### src/rtl/mips_boot_ctrl.sv
// Boot/run sequencer for the pipelined MIPS core: clears the register file,
// streams a program into the instruction ROM, flushes the pipeline with PC=0, then runs.
//
// state | meaning
// CLEAR | writing zero to register file entries 0..NREGS-1, one per cycle
// LOAD  | accepting program words into ROM from address 0
// FLUSH | pipeline frozen, PC forced to 0, PIPE_DEPTH bubble cycles
// RUN   | core released
module mips_boot_ctrl #(
  parameter int ADDR_W     = 6,
  parameter int DATA_W     = 32,
  parameter int NREGS      = 32,
  parameter int PIPE_DEPTH = 5
) (
  input  logic                       clk,
  input  logic                       rst,
  input  logic                       ld_valid,
  input  logic [DATA_W-1:0]          ld_data,
  input  logic                       ld_last,
  output logic                       ld_ready,
  input  logic                       start,
  input  logic                       stop,
  output logic                       rom_we,
  output logic [ADDR_W-1:0]          rom_waddr,
  output logic [DATA_W-1:0]          rom_wdata,
  output logic                       rf_we,
  output logic [$clog2(NREGS)-1:0]   rf_waddr,
  output logic [31:0]                rf_wdata,
  output logic                       pc_load,
  output logic [31:0]                pc_value,
  output logic                       cpu_run,
  output logic [ADDR_W:0]            prog_len,
  output logic                       ovf
);

  localparam int RW = $clog2(NREGS);
  localparam int FW = $clog2(PIPE_DEPTH + 1);
  localparam logic [RW-1:0] CLR_LAST = RW'(NREGS - 1);
  localparam logic [FW-1:0] FL_INIT  = FW'(PIPE_DEPTH - 1);

  typedef enum logic [1:0] {CLEAR, LOAD, FLUSH, RUN} state_t;

  state_t          state;
  logic [RW-1:0]   clr_cnt;
  logic [FW-1:0]   fl_cnt;
  logic            closed;
  logic            full;
  logic            accept;

  // prog_len saturates at 2**ADDR_W, so its top bit alone flags a full ROM
  assign full      = prog_len[ADDR_W];
  assign ld_ready  = (state == LOAD) && !closed && !full;
  assign accept    = ld_valid && ld_ready;

  assign rom_we    = accept;
  assign rom_waddr = prog_len[ADDR_W-1:0];
  assign rom_wdata = ld_data;

  assign rf_we     = (state == CLEAR);
  assign rf_waddr  = clr_cnt;
  assign rf_wdata  = '0;

  assign pc_load   = (state == FLUSH);
  assign pc_value  = '0;
  assign cpu_run   = (state == RUN);

  always_ff @(posedge clk) begin
    if (rst) begin
      state    <= CLEAR;
      clr_cnt  <= '0;
      fl_cnt   <= '0;
      prog_len <= '0;
      closed   <= 1'b0;
      ovf      <= 1'b0;
    end else begin
      case (state)
        CLEAR: begin
          if (clr_cnt == CLR_LAST) state <= LOAD;
          else                     clr_cnt <= clr_cnt + 1'b1;
        end
        LOAD: begin
          if (ld_valid && full && !closed) ovf <= 1'b1;
          if (accept) begin
            prog_len <= prog_len + 1'b1;
            if (ld_last) closed <= 1'b1;
          end
          // a word accepted alongside start counts toward a non-empty program
          if (start && (prog_len != '0 || accept)) begin
            state  <= FLUSH;
            fl_cnt <= FL_INIT;
          end
        end
        FLUSH: begin
          if (fl_cnt == '0) state <= RUN;
          else              fl_cnt <= fl_cnt - 1'b1;
        end
        RUN: begin
          if (stop) begin
            state    <= LOAD;
            prog_len <= '0;
            ovf      <= 1'b0;
            closed   <= 1'b0;
          end
        end
        default: state <= CLEAR;
      endcase
    end
  end

endmodule

### config.mk
export PLATFORM = sky130hd
export DESIGN_NAME = mips_boot_ctrl
export DESIGN_NICKNAME = d
export VERILOG_FILES = /design/src/rtl/mips_boot_ctrl.sv
export SDC_FILE = /design/constraint.sdc
export NUM_CORES = 1
export LEC_CHECK = 0
export CORE_MARGIN = 3
export CORE_UTILIZATION = 30
export CTS_BUF_LIST = sky130_fd_sc_hd__clkbuf_4
export DETAILED_ROUTE_END_ITERATION = 8
export GPL_TIMING_DRIVEN = 0
export PLACE_DENSITY = 0.78
export SYNTH_ARGS = -nofsm -noshare
export SYNTH_HDL_FRONTEND = slang
export SYNTH_SLANG_ARGS = --single-unit
### constraint.sdc
create_clock -name clk -period 1.89 [get_ports clk]
set_clock_uncertainty 0.1 [all_clocks]
set_input_delay 0.2835 -clock clk [delete_from_list [all_inputs] [get_ports clk]]
set_output_delay 0.2835 -clock clk [all_outputs]
set_load 0.03 [all_outputs]
### Word level (Yosys, flattened, before mapping)

Cells that the tools add are included.

* flip-flop bits (word level): 19
* input bits: 38
* output and inout port bits: 120

* add/subtract/negate cells: 3
* equal/unequal tests: 12
* multiplexer cells: 17
* bitwise operators: 1
* reduce and logical (&&, ||, !) cells: 20

Operators with widths (number)
* $mux W7: 2
* $pmux W7 S2: 1
* $reduce_and A3 Y1: 3
* $mux W2: 4
* $ne A2 B1 Y1 const B: 4
* $ne A2 B2 Y1 const B: 4
* $pmux W2 S4: 1
* $reduce_and A4 Y1: 2
* $add A7 B1 Y7 const B: 1
* $reduce_bool A7 Y1: 1
* $logic_and A1 B1 Y1: 6
* $mux W3: 2
* $pmux W3 S2: 1
* $add A5 B1 Y5 const B: 1
* $eq A5 B5 Y1 const B: 1
* $eq A2 B2 Y1 const B: 2
* $mux W1: 4
* $pmux W1 S2: 2
* $reduce_bool A2 Y1: 2
* $logic_not A3 Y1: 1
* $sub A3 B1 Y3 const B: 1
* $eq A2 B1 Y1 const B: 1
* $logic_not A1 Y1: 2
* $logic_not A2 Y1: 1
* other kinds (3): 3

### Longest topological paths before layout

Gate-level depths: netlist (run 1).

* depth in word-level cells: 8
* mapped depth: 8

### Least setup slack after synthesis (run 1)

OpenSTA, ideal clock, no wires.

* kind: register to register
* from: reg clr_cnt[0], in the netlist rf_waddr[0]
* to: reg clr_cnt[3], in the netlist rf_waddr[3]
* data arrival time: 1.659 ns
* data required time: 1.662 ns
* slack: 0.003 ns
* stages on the path, launching flop included: 9
* buffers on the path: 1
* cell sequence: dfxtp_1 -> ha_1 -> and3_1 -> ha_1 -> nor2b_1 -> clkbuf_1 -> nand4_1 -> xor2_1 -> nor2_1

* word-level cells in the longest chain between the ends: 3
* elaborated cells between the ends (all ways): 4
* those cells by class: add/sub: 1; eq/ne: 1; bitwise: 1; reduce/logical: 1

RTL lines
* start: declaration: RTL line 44 `logic [RW-1:0] clr_cnt;`
* start signal: assignment: RTL line 79 `else clr_cnt <= clr_cnt + 1'b1;`
* parallel branches: the longest is 3 deep, another holds $add A5 B1 Y5

Several ways; the timed one is not identified.
A chain may end at the register's enable or synchronous reset.

### Worst setup path after layout (run 1)

* from: reg prog_len[3]
* to: out prog_len[3]

RTL lines
* start: declaration: RTL line 32 `output logic [ADDR_W:0] prog_len,`
* start signal: assignment: RTL line 84 `prog_len <= prog_len + 1'b1;`

No word-level cell between the ends.

==> results of run 1 <==
layer usage:
layer / global-route usage / share of wire / routed length [um]
met1: 0.129 / 0.38 / 1670
met2: 0.186 / 0.50 / 2160
met3: 0.0259 / 0.12 / 501
met4: 0.0259 / 0.0041 / 18
met5: 0 / 0 / 0
power by group through the flow:
stage / clock network [mW] / registers, mW / logic, mW
after floorplan: 0 / 0.455 / 0.482
after global placement: 0 / 0.437 / 0.624
after detailed placement: 0 / 0.437 / 0.629
after CTS: 0.217 / 0.428 / 0.629
after global routing: 0.237 / 0.432 / 0.697
final: 0.208 / 0.430 / 0.657
layout make-up:
type | count | area share
plain buffers | 105 | 0.263
flip-flops and latches | 19 | 0.129
well taps | 75 | 0.0313
inverters | 10 | 0.0138
clock buffers | 3 | 0.00750
multi-input cells | 161 | 0.336
clock inverters | 1 | 0.00167
repair buffers | 68 | 0.218
stage by stage:
step           cell area (um^2)  instances  utilization
2_1_floorplan              2150        295            -
3_3_place_gp               2850        431        0.470
3_5_place_dp               2850        431        0.470
4_1_cts                    2870        435        0.474
5_1_grt                    3000        442        0.495
6_report                   3000        442        0.495
flip-flops by register name, summed over array words and instances, names as in the netlist:
name      cells
rf_waddr      5
ovf           1
closed        1
fl_cnt        3
prog_len      7
state         2
logic make-up (layout without fill, tap and decap cells):
logic type                 count (synthesis)  after routing
and+or+nand+nor                           45             45
AOI/OAI and AO/OA                         33             33
adders and majority gates                 10             10
DFF                                       19             19
buffers and inverters                    115            187
other                                      1             64
xor gates and xnor gates                   5              5
muxes                                      4              4
cells in the final DEF (no fill, tap or decap), types with 2 or more instances in the layout:
cell type / synthesis / final
inv_1: 10 / 7
nor2_1: 12 / 12
nand2_1: 5 / 5
dlygate4sd2_1: 0 / 7
clkdlybuf4s50_1: 0 / 48
inv_2: 0 / 2
clkbuf_4: 0 / 3
o21ai_0: 8 / 7
buf_6: 1 / 2
nand2b_1: 7 / 7
a21oi_1: 9 / 9
or3_1: 3 / 3
nor2b_1: 3 / 2
conb_1: 1 / 64
dlymetal6s2s_1: 0 / 3
and2b_1: 2 / 2
xor2_1: 4 / 4
ha_1: 10 / 6
buf_4: 102 / 110
mux2i_1: 4 / 4
dfxtp_2: 0 / 6
dfxtp_1: 19 / 13
nand3_1: 2 / 2
nand4_1: 2 / 2
ha_4: 0 / 3
what timing repair did:
item	CTS	global route
setup endpoints to repair	14	14
setup buffers	0	7
pin swaps	0	5
resized for setup	26	26
cell usage after synthesis, types with 2 or more instances:
library cell | number | area share
nor2b_1 | 3 | 0.0098
buf_4 | 102 | 0.40
nand4_1 | 2 | 0.0065
clkbuf_1 | 2 | 0.0039
xor2_1 | 4 | 0.018
o2111ai_1 | 2 | 0.0092
ha_1 | 10 | 0.065
nand2_1 | 5 | 0.0098
a21oi_1 | 9 | 0.024
nand2b_1 | 7 | 0.023
and2b_1 | 2 | 0.0079
nor3_1 | 2 | 0.0052
dfxtp_1 | 19 | 0.20
o21ai_0 | 8 | 0.021
nand3_1 | 2 | 0.0052
nor2_1 | 12 | 0.024
inv_1 | 10 | 0.020
or3_1 | 3 | 0.0098
mux2i_1 | 4 | 0.021
final timing paths:
| path | endpoint | slack (ns) | cells past startpoint |
|---|---|---|---|
| min reg2reg | fl_cnt[2] | 0.42 | 1 |
| max | prog_len[3] | 0.05 | 1 |
| min | fl_cnt[2] | 0.42 | 1 |
| max reg2reg | fl_cnt[0] | 0.09 | 6 |
==> results.json, run 1 <==
{
  "status": "finished, final reports clean",
  "drc": 0,
  "core_area_um2": 6060,
  "die_h_um": 85.8,
  "cp_num_buf_inv": 1,
  "clock_latency_ns": 0.30,
  "grt_pass1_vias": 1424,
  "setup_viol": 0,
  "drive_gt1_frac": 0.395,
  "overflow": 0,
  "htreeDepth": 1,
  "vias": 1693,
  "dpl.hpwl_mm": 3.63,
  "synth.avg_cell_area_um2": 8.24,
  "diodes": 0,
  "dieArea_um2": 7360,
  "yosys_register_bits": 19,
  "ios": 158,
  "power.density_nw_per_um2": 431,
  "path_cells": "clkdlybuf4s50_1",
  "drtPass1Iterations": 4,
  "viasPerCell": 3.83,
  "critPathMaxFanout": 5,
  "dp_slack_ns": -0.343,
  "gp_congestion": 0.790,
  "setup_slack_ns": 0.0506,
  "crit_start": "prog_len[3]",
  "multiInputGateArea_um2": 1010,
  "min_path_type": "register to register",
  "grt_max_degree": 12,
  "drt-total-wl_mm": 4.35,
  "synthToLayoutAreaGrowth_pct": 57.1,
  "critPathCaptureType": "output port",
  "synth.area.mux_share": 0.0210,
  "combinationalPowerShare": 0.508,
  "clk_pin_slew_ns": 0.12,
  "setup_tns_ns": 0,
  "numCtsBuffers": 3,
  "start_kind": "register",
  "synth_async_sr_flop_share": 0,
  "cts_root_buf": "clkbuf_4",
  "cts_sinks": 19,
  "internal-power_uw": 772,
  "critical_path.top_delay_family": "buffers and inverters",
  "synthXorXnorAreaFrac": 0.0229,
  "total_power_mw": 1.29,
  "crit_arrival_ns": 1.46,
  "rows": 28,
  "min_period_ns": 1.84,
  "drt_iter0_drc": 59,
  "synth_top_family_by_area": "buffers and inverters",
  "yosys.area_share.simple": 0.132,
  "cts_hold_buf": 0,
  "seq_power_share": 0.332,
  "drv_cap": 0,
  "syn-instance-count": 232,
  "critical-path-max-stage-delay_ns": 0.72,
  "final-hold-violation-count": 0,
  "holdWs_ns": 0.421,
  "grt_pass1_wl_mm": 6.53,
  "fillers": 582,
  "drv_slew": 0,
  "clockBufferDepth": 2,
  "max_freq_mhz": 544,
  "critPathKind": "register to output port",
  "post-route-period-util": 0.973,
  "synth_edf_count": 0,
  "yosys.area_share.adder": 0.0655,
  "io_buffers": 61,
  "synth_flop_cell": "dfxtp_1",
  "syn_area_um2": 1910,
  "synth_compound_area_frac": 0.127,
  "rr_startpoint": "prog_len[0]",
  "rsz0062_at_grt": "yes",
  "p_sw_frac": 0.404,
  "start_util": 0.315,
  "ant_nets": 0,
  "p_leak_nw": 1.59,
  "ys_warn_count": 0,
  "synth.distinct_cells": 43,
  "finalNetCount": 416,
  "grtUsageTotal": 0.106,
  "wl_per_cell_um": 9.83,
  "synth-seq-area-share": 0.199,
  "antenna_found_initial": 0,
  "ir_drop_mv": 0.401,
  "die_w_um": 85.8,
  "p_clk_frac": 0.161,
  "required_ns": 1.51,
  "register_area_um2": 388,
  "cts_tree": "done",
  "p_sw_uw": 523,
  "min_from": "fl_cnt[2]",
  "crit_slowest_cell": "clkdlybuf4s50_1"
}
(Power assumes the default switching activity.)
==> run 2, diff against run 1 <==
--- a/config.mk
+++ b/config.mk
@@ -6,11 +6,11 @@
 export NUM_CORES = 1
 export LEC_CHECK = 0
 export CORE_MARGIN = 3
-export CORE_UTILIZATION = 30
+export CORE_UTILIZATION = 36
 export CTS_BUF_LIST = sky130_fd_sc_hd__clkbuf_4
 export DETAILED_ROUTE_END_ITERATION = 8
 export GPL_TIMING_DRIVEN = 0
-export PLACE_DENSITY = 0.78
+export PLACE_DENSITY = 0.88
 export SYNTH_ARGS = -nofsm -noshare
 export SYNTH_HDL_FRONTEND = slang
 export SYNTH_SLANG_ARGS = --single-unit
==> constraint.sdc (replaced) <==
create_clock -name clk -period 2.2 [get_ports clk]
set_clock_uncertainty 0.1 [all_clocks]
set_input_delay 0.33 -clock clk [delete_from_list [all_inputs] [get_ports clk]]
set_output_delay 0.33 -clock clk [all_outputs]
set_load 0.03 [all_outputs]
==> run 2 against run 1 <==
  * First-iteration DRC count down 25%
  * Routed wire length down 2.4%
  * Register-to-register slack better by 0.16 ns
  * Sequential power down 14%
  * Total power down 15%
  * Cell count down 3.4%
  * Worst hold slack worse by 0.010 ns
  * Utilization up 8.8 points
  * Combinational power down 17%
  * Count of clock-buffer cells in the layout up 1
  * Via count down 2.0%
  * Non-clock buffer count down 7
  * Critical endpoint is now rom_we
  * Largest power group unchanged
  * Highest routed layer is now met3
==> results.json, run 2 (synthesis results as in run 1) <==
{
  "drv_slew": 0,
  "drc": 0,
  "reg2reg_depth": 7,
  "finalNetCount": 409,
  "cts_sinks": 19,
  "status": "finished, final reports clean",
  "instances_no_fill": 427,
  "path_cells": "inv_1 -> ha_1 -> and4bb_2 -> dlygate4sd2_1",
  "worst-r2r-setup-slack_ns": 0.25,
  "grt_pass1_wl_mm": 6.73,
  "min_period_ns": 2.07,
  "io_buffers": 61,
  "rsz0062_at_grt": "no",
  "power.density_nw_per_um2": 385,
  "start_kind": "register",
  "rows": 25,
  "ant_nets": 0,
  "gp_congestion": 0.763,
  "min_path_type": "register to register",
  "die_h_um": 78.9,
  "cts_setup_buffers": 0,
  "grtUsageTotal": 0.129,
  "overflow": 0,
  "drive_gt1_frac": 0.325,
  "dpl_cell_area_um2": 2840,
  "max_freq_mhz": 483,
  "clk_pin_slew_ns": 0.11,
  "setup_viol": 0,
  "p_leak_nw": 1.47,
  "grt_pass1_vias": 1514,
  "dpl.hpwl_mm": 3.69,
  "die_w_um": 78.9,
  "layout_common_cells": "buf_4 (102), conb_1 (64), clkdlybuf4s50_1 (57)",
  "critPathMaxFanout": 6,
  "start_util": 0.389,
  "critPathKind": "register to output port",
  "numCtsBuffers": 3,
  "ir_drop_mv": 0.373,
  "holdPathEnd": "fl_cnt[2]",
  "wl_per_cell_um": 9.93,
  "drt-total-wl_mm": 4.24,
  "drtPass1Iterations": 4,
  "clock_latency_ns": 0.30,
  "post-route-period-util": 0.941,
  "core_area_um2": 4910,
  "largest_register": "prog_len",
  "diodes": 0,
  "final-hold-violation-count": 0,
  "grt_max_degree": 11,
  "critical_path.top_delay_family": "buffers and inverters",
  "cts_tree": "done",
  "required_ns": 1.77,
  "fillers": 443,
  "drt_iter0_drc": 44,
  "largest_reg_flops": 7,
  "crit_slowest_cell": "dlygate4sd2_1",
  "clockBufferDepth": 2,
  "critPathCaptureType": "output port",
  "crit_arrival_ns": 1.64,
  "antenna_found_initial": 0,
  "ios": 158,
  "stdcell_area_um2": 2870,
  "synthToLayoutAreaGrowth_pct": 50.0,
  "dieArea_um2": 6220,
  "rr_startpoint": "state[1]",
  "cp_num_buf_inv": 2,
  "htreeDepth": 1,
  "viasPerCell": 3.89,
  "holdPathStages": 1,
  "drv_cap": 0,
  "cts_hold_buf": 0,
  "min_from": "fl_cnt[2]",
  "vias": 1659,
  "placed_cells": 423,
  "critical-path-max-stage-delay_ns": 0.42,
  "r2r-end": "prog_len[5]",
  "final_common_cell": "buf_4",
  "cts_root_buf": "clkbuf_4"
}
[run 2: cell count changes in the layout (fill, tap and decap cells not counted), sizes merged]
cell,change
buf,-10
dlymetal6s2s,-2
clkdlybuf4s50,+9
dlygate4sd2,-5
inv,+1
clkinv,-1
clkbuf,+2
clkinvlp,-1
[run 2: area by class of cell]
cell class,count,area (um^2),area share
well taps,67,83.8,0.0292
flip-flops and latches,19,380,0.133
multi-input cells,161,945,0.330
inverters,10,37.5,0.0131
repair buffers,61,606,0.211
plain buffers,105,785,0.274
clock buffers,4,30.0,0.0105
[run 2: repair_timing]
| action | in CTS | in global routing |
|---|---|---|
| gates resized for setup | 4 | 4 |
| pin swaps | 0 | 0 |
| setup endpoints to repair | 3 | 3 |
[run 2: report_power, final]
| group | internal [mW] | switching [mW] | leakage, nW |
|---|---|---|---|
| Combinational | 0.224 | 0.320 | 1.30 |
| Clock | 0.0830 | 0.110 | 0.0184 |
| Sequential | 0.356 | 0.0122 | 0.154 |
[run 2: how the worst max path moves through the flow]
stage | start | end | slack (ns) | depth (start not counted)
6_report | state[1] | rom_we | 0.13 | 4
5_1_grt | state[1] | rf_we | 0.02 | 3
4_1_cts | state[1] | ld_ready | 0.003 | 6
3_5_place_dp | ld_valid | rom_we | -0.07 | 3
3_3_place_gp | ld_valid | rom_we | -0.06 | 3
2_1_floorplan | rf_waddr[0] | rf_waddr[3] | 0.31 | 8
[run 2: layer usage]
metal,vias to the layer above,global-route usage,share of wire
met1,727,0.141,0.36
met4,0,0.0120,0
met3,0,0.0499,0.12
met2,78,0.243,0.52
li1,854,-,-
met5,-,0,0
[run 2: worst register-to-register path: cells and delay by family (launching register included)]
kind / cells / cell delay (ns)
compound gates: 2 / 0.38
fa+ha+maj: 1 / 0.20
buf+inv: 2 / 0.22
flops: 1 / 0.39
simple gates: 2 / 0.59
[run 2: per-stage QoR]
stage	total power [mW]	setup WS, ns	setup TNS [ns]	utilization	hold slack, ns
after floorplan	0.805	0.313	0	-	0.306
after global placement	0.910	-0.0580	-0.0580	0.579	0.383
after detailed placement	0.915	-0.0686	-0.0686	0.579	0.387
after CTS	1.11	0.00288	0	0.584	0.414
after global routing	1.17	0.0181	0	0.584	0.432
final	1.10	0.131	0	0.584	0.410
